File: src/rtl/ucca_pkg.sv
// rtl/ucca_pkg.sv - shared cause codes, FSM encoding and return-stack entry type for the UCCA monitor
package ucca_pkg;

  localparam logic [2:0] CAUSE_NONE     = 3'd0;
  localparam logic [2:0] CAUSE_ENTRY    = 3'd1;
  localparam logic [2:0] CAUSE_RETURN   = 3'd2;
  localparam logic [2:0] CAUSE_IRQ      = 3'd3;
  localparam logic [2:0] CAUSE_OVERFLOW = 3'd4;

  // Wide enough for region ids up to 8 regions plus the NONE code.
  localparam int RID_FIELD_W = 4;

  typedef enum logic {
    ST_RUN  = 1'b0,
    ST_VIOL = 1'b1
  } state_t;

  typedef struct packed {
    logic [15:0]            ret_addr;
    logic [RID_FIELD_W-1:0] caller_region;
  } ra_entry_t;

endpackage

File: src/rtl/ucca_ra_stack.sv
// rtl/ucca_ra_stack.sv - synchronous LIFO of return-address entries with push/pop/clear
module ucca_ra_stack
  import ucca_pkg::*;
#(
  parameter int DEPTH = 8,
  parameter int CW    = $clog2(DEPTH + 1)
) (
  input  logic          clk,
  input  logic          system_reset,
  input  logic          clear,
  input  logic          push,
  input  logic          pop,
  input  ra_entry_t     push_data,
  output ra_entry_t     top,
  output logic [CW-1:0] count,
  output logic          full,
  output logic          empty
);

  localparam int PW = $clog2(DEPTH);

  ra_entry_t       mem [DEPTH];
  logic [CW-1:0]   cnt;
  logic [PW-1:0]   wr_idx;
  logic [PW-1:0]   top_idx;

  assign wr_idx  = cnt[PW-1:0];
  assign top_idx = wr_idx - PW'(1);
  assign full    = (cnt == CW'(DEPTH));
  assign empty   = (cnt == '0);
  assign count   = cnt;
  assign top     = empty ? '0 : mem[top_idx];

  always_ff @(posedge clk) begin
    if (system_reset || clear) begin
      cnt <= '0;
    end else if (push && !full) begin
      cnt <= cnt + CW'(1);
    end else if (pop && !empty) begin
      cnt <= cnt - CW'(1);
    end
  end

  // Storage is not reset; an empty stack masks stale contents through top.
  always_ff @(posedge clk) begin
    if (push && !full) begin
      mem[wr_idx] <= push_data;
    end
  end

endmodule

File: src/rtl/ucca_multi_region.sv
// rtl/ucca_multi_region.sv - multi-region untrusted-code monitor with entry-point and LIFO return enforcement
module ucca_multi_region
  import ucca_pkg::*;
#(
  parameter int          NUM_REGIONS   = 4,
  parameter int          RA_DEPTH      = 8,
  parameter logic [15:0] RESET_HANDLER = 16'h0000,
  parameter int          RID_W         = $clog2(NUM_REGIONS + 1)
) (
  input  logic                          clk,
  input  logic                          system_reset,
  input  logic [15:0]                   pc,
  input  logic                          irq_jmp,
  input  logic [15:0]                   ret_addr_in,
  input  logic [NUM_REGIONS-1:0]        ucc_en,
  input  logic [16*NUM_REGIONS-1:0]     ucc_min,
  input  logic [16*NUM_REGIONS-1:0]     ucc_max,
  output logic                          reset,
  output logic [2:0]                    violation_cause,
  output logic [RID_W-1:0]              cur_region,
  output logic [$clog2(RA_DEPTH+1)-1:0] ra_depth,
  output logic [15:0]                   return_address
);

  localparam int               DW       = $clog2(RA_DEPTH + 1);
  localparam logic [RID_W-1:0] RID_NONE = RID_W'(NUM_REGIONS);

  state_t           state, state_next;
  logic [2:0]       cause, cause_next;
  logic [RID_W-1:0] cur, cur_next;
  logic [RID_W-1:0] hit_id;
  logic             hit_at_min;

  logic             push, pop, clear;
  logic             push_req, pop_req;
  logic             in_region, legal_ret;
  logic             irq_v, ovf_v, entry_v, ret_v;
  ra_entry_t        push_entry, top_entry;
  logic             st_full, st_empty;
  logic [DW-1:0]    st_count;

  // Lowest-numbered enabled region containing pc wins.
  always_comb begin
    hit_id     = RID_NONE;
    hit_at_min = 1'b0;
    for (int k = NUM_REGIONS - 1; k >= 0; k--) begin
      if (ucc_en[k] && pc >= ucc_min[16*k +: 16] && pc <= ucc_max[16*k +: 16]) begin
        hit_id     = RID_W'(k);
        hit_at_min = (pc == ucc_min[16*k +: 16]);
      end
    end
  end

  assign push_entry.ret_addr      = ret_addr_in;
  assign push_entry.caller_region = RID_FIELD_W'(cur);

  assign in_region = (cur != RID_NONE);
  assign legal_ret = !st_empty && (pc == top_entry.ret_addr)
                     && (hit_id == RID_W'(top_entry.caller_region));

  always_comb begin
    state_next = state;
    cause_next = cause;
    cur_next   = cur;
    push       = 1'b0;
    pop        = 1'b0;
    clear      = 1'b0;
    push_req   = 1'b0;
    pop_req    = 1'b0;
    irq_v      = 1'b0;
    ovf_v      = 1'b0;
    entry_v    = 1'b0;
    ret_v      = 1'b0;
    case (state)
      ST_RUN: begin
        irq_v = irq_jmp && in_region;
        if (hit_id != cur) begin
          if (in_region && legal_ret) begin
            pop_req = 1'b1;
          end else if (hit_id != RID_NONE && hit_at_min) begin
            push_req = 1'b1;
          end else if (in_region) begin
            ret_v = 1'b1;
          end else begin
            entry_v = 1'b1;
          end
        end
        ovf_v = push_req && st_full;
        // Any violation freezes the stack and region tracking as they were.
        if (irq_v) begin
          state_next = ST_VIOL;
          cause_next = CAUSE_IRQ;
        end else if (ovf_v) begin
          state_next = ST_VIOL;
          cause_next = CAUSE_OVERFLOW;
        end else if (entry_v) begin
          state_next = ST_VIOL;
          cause_next = CAUSE_ENTRY;
        end else if (ret_v) begin
          state_next = ST_VIOL;
          cause_next = CAUSE_RETURN;
        end else if (push_req) begin
          push     = 1'b1;
          cur_next = hit_id;
        end else if (pop_req) begin
          pop      = 1'b1;
          cur_next = RID_W'(top_entry.caller_region);
        end
      end
      ST_VIOL: begin
        if (pc == RESET_HANDLER) begin
          state_next = ST_RUN;
          cause_next = CAUSE_NONE;
          cur_next   = RID_NONE;
          clear      = 1'b1;
        end
      end
      default: state_next = ST_RUN;
    endcase
  end

  always_ff @(posedge clk) begin
    if (system_reset) begin
      state <= ST_RUN;
      cause <= CAUSE_NONE;
      cur   <= RID_NONE;
    end else begin
      state <= state_next;
      cause <= cause_next;
      cur   <= cur_next;
    end
  end

  ucca_ra_stack #(
    .DEPTH (RA_DEPTH),
    .CW    (DW)
  ) u_stack (
    .clk          (clk),
    .system_reset (system_reset),
    .clear        (clear),
    .push         (push),
    .pop          (pop),
    .push_data    (push_entry),
    .top          (top_entry),
    .count        (st_count),
    .full         (st_full),
    .empty        (st_empty)
  );

  assign reset           = (state == ST_VIOL);
  assign violation_cause = cause;
  assign cur_region      = cur;
  assign ra_depth        = st_count;
  assign return_address  = top_entry.ret_addr;

endmodule
File: config.mk
export PLATFORM = sky130hd
export DESIGN_NAME = ucca_multi_region
export DESIGN_NICKNAME = d
export VERILOG_FILES = /design/src/rtl/ucca_pkg.sv /design/src/rtl/ucca_ra_stack.sv /design/src/rtl/ucca_multi_region.sv
export SDC_FILE = /design/constraint.sdc
export NUM_CORES = 1
export LEC_CHECK = 0
export ABC_CLOCK_PERIOD_IN_PS = 6000
export BUFFER_PORTS_ARGS = -buffer_cell sky130_fd_sc_hd__buf_4
export CAP_MARGIN = 20
export CORE_MARGIN = 10
export CORE_UTILIZATION = 50
export CTS_BUF_LIST = sky130_fd_sc_hd__clkbuf_16
export CTS_CLUSTER_SIZE = 24
export DETAILED_ROUTE_END_ITERATION = 7
export MAX_ROUTING_LAYER = met4
export PLACE_DENSITY = 0.73
export SYNTH_ARGS = -nofsm -noshare
export SYNTH_HDL_FRONTEND = slang
export SYNTH_SLANG_ARGS = --single-unit
File: constraint.sdc
create_clock -name clk -period 6 [get_ports clk]
set_clock_uncertainty 0.05 [all_clocks]
set_input_delay 0.9 -clock clk [delete_from_list [all_inputs] [get_ports clk]]
set_output_delay 0.9 -clock clk [all_outputs]
set_load 0.01 [all_outputs]
==> flow_metrics.py <==
metrics = {
    "run_status": {
        "run_status": "finished clean",
    },
    "power": {
        "peakVddDrop_uv": 238,
        "power.density_mw_per_mm2": 213,
        "power_mw": 2.70,
        "leakagePower_nw": 5.52,
    },
    "floorplan": {
        "die_h_um": 163,
        "chipWidth_um": 163,
        "top_level_ports": 194,
        "coreArea_mm2": 0.0202,
        "dieArea_mm2": 0.0267,
        "rows": 52,
        "start_util": 0.508,
    },
    "sta": {
        "setup_viol_count_final": 0,
        "final.setup.worst_slack_ns": 0.799,
        "slew_headroom": 0.430,
        "rsz0062_at_grt": "false",
        "hold_viol_final": 0,
        "fmax_mhz": 192,
        "maxSlewViolCount": 0,
        "layout_worst_path_cycle_share": 0.867,
        "tightest_slew_ns": 0.855,
        "fin_tns_setup_ns": 0,
        "fin_crit_ns": 5.20,
    },
    "critical_path": {
        "startpoint_type": "flip-flop",
        "required_ns": 6.31,
        "critPathMaxFanout": 14,
        "cp_data_arrival_time_ns": 5.51,
        "critPathCaptureType": "flip-flop",
        "crit_type": "reg -> reg",
    },
    "clock_tree": {
        "cts_hold_buf": 0,
        "cts-buffers-inserted": 17,
        "cts_resized": 0,
        "cts_tree": "done",
        "clockBufferDepth": 2,
        "htree_levels": 4,
        "cts.root.buffer_cell": "clkbuf_16",
        "clkSinkCount": 163,
        "post_cts_buffers": 0,
        "path_clk_slew_ns": 0.06,
        "clk_latency_ns": 0.42,
    },
    "routing": {
        "vias": 7753,
        "avgRoutedWirePerCell_um": 21.7,
        "drt_iter0_drc": 555,
        "first_pass_iters": 5,
        "via_per_inst": 5.67,
        "ant_nets": 0,
        "wl_um": 29700,
        "drcViolationCount": 0,
    },
    "placed_design": {
        "portBuffers": 193,
        "routabilityCongestion": 0.878,
        "post-place-ws_ns": 0.561,
        "hpwl_um": 22000,
        "place_area_mm2": 0.0121,
        "place_inst": 1335,
    },
    "synth": {
        "synth.distinct_cells": 66,
        "netlist_instances": 870,
        "yosysSeqAreaShare": 0.465,
        "yosys.area.top_type_share": 0.444,
        "ys_ff_latch": 163,
        "synth.cell_area_mm2": 0.0103,
        "synth_edf_count": 152,
        "synth_top_area_cell": "edfxtp_1",
        "async_flop_share": 0,
        "syn_nets": 1169,
        "synthTopCellsByArea": "edfxtp_1 44%, ha_1 16%, mux4_2 8.3%",
        "synth_warnings": 0,
        "synth_flop_cell": "edfxtp_1",
        "avgSynthCellArea_um2": 11.8,
    },
    "global_route": {
        "grt_overflow": 0,
        "grt_usage": 0.226,
        "grt_start_max_net_pins": 46,
        "antenna_found_initial": 0,
        "grt_first_pass_wirelength_um": 44900,
        "grt_pass1_vias": 7848,
    },
    "cells_and_area": {
        "nets": 1383,
        "mostFrequentLayoutCells": "212 x buf_4, 152 x edfxtp_1, 132 x inv_1, 131 x ha_1, 68 x a21oi_1",
        "multi_input_area_mm2": 0.00491,
        "finalNonFillerCells": 1367,
        "drive_above_1_share": 0.268,
        "regArea_mm2": 0.00479,
        "syn_to_final_growth_pct": 23.3,
        "antenna_cells": 0,
        "final_common_cell": "buf_4",
        "fillers": 1651,
        "final_area_mm2": 0.0127,
    },
    "run": {
        "max_cap_viol_count": 0,
    },
    "worst_hold_path": {
        "hold_path_class": "reg -> reg",
    },
}
stage by stage:
step	utilization	hold WS, ns
after floorplan	-	0.446
after global placement	0.599	0.444
after detailed placement	0.599	0.451
after CTS	0.626	0.459
after global routing	0.626	0.489
final	0.626	0.452
layer usage:
layer	vias up	global-route usage	part of all wire
met4	0	0.0590	0.015
met5	-	-	0
met3	35	0.0458	0.076
met2	292	0.377	0.50
li1	3708	-	-
met1	3718	0.273	0.41
synthesized netlist by cell type (5+ instances only):
master,n
xnor2_1,13
and3_1,6
ha_1,131
inv_1,131
a21o_1,14
xor2_1,7
a21oi_1,68
buf_2,6
o21ai_0,17
a211oi_1,5
a22o_1,7
clkbuf_1,6
mux4_2,38
nand2b_1,6
dfxtp_1,11
edfxtp_1,152
nor2_1,27
nor2b_1,8
nand4_1,28
nor3_1,10
mux2i_1,5
or3_1,5
and2_1,7
nor4_1,9
o211ai_1,10
nand2_1,59
nand3_1,20
sequential cells by signal, indices dropped and copies added, names as in the netlist:
signal and count:
u_stack.count 4, reset 1, cur_region 3, violation_cause 3
u_stack.mem 152
layout make-up:
class                           instances  share of cell area
Sequential cell                       163               0.378
Timing Repair Buffer                  212               0.126
Inverter                              131              0.0388
Clock inverter                         15              0.0105
Multi-Input combinational cell        559               0.387
Tap cell                              270              0.0267
Clock buffer                           17              0.0336
path summary, 6_finish.rpt:
kind,from,slack [ns],cells after the start,to
max,u_stack.count[1],0.80,19,u_stack.count[3]
min,violation_cause[0],0.45,2,violation_cause[0]
max reg2reg,u_stack.count[1],0.80,19,u_stack.count[3]
min reg2reg,violation_cause[0],0.45,2,violation_cause[0]
logic make-up after synthesis:
| kind of cell | Yosys count | synth area share |
|---|---|---|
| AOI/OAI and AO/OA | 159 | 0.104 |
| DFF | 163 | 0.465 |
| buffers and inverters | 148 | 0.0580 |
| muxes | 43 | 0.0881 |
| and+or+nand+nor | 205 | 0.106 |
| xor gates and xnor gates | 20 | 0.0170 |
| adders and majority gates | 132 | 0.161 |
critical path, stage by stage (launching register included):
cell,delay [ns]
dfxtp_1,0.44
inv_1,0.10
ha_1,0.27
nor3b_2,0.18
buf_4,0.23
nor2_1,0.58
a22o_1,0.38
xor2_1,0.10
nor4_1,0.48
nand4_1,0.22
nor4_4,0.34
o31ai_2,0.22
nand3_1,0.18
or2_2,0.17
ha_1,0.23
a21o_1,0.19
a21o_1,0.19
or3_1,0.30
o31a_1,0.23
nand2_1,0.06
where the power goes:
group          internal [mW]  switching (mW)
sequential              1.24         0.00548
combinational          0.206           0.233
clock                  0.573           0.436
Power figures use the tool's default switching activity.
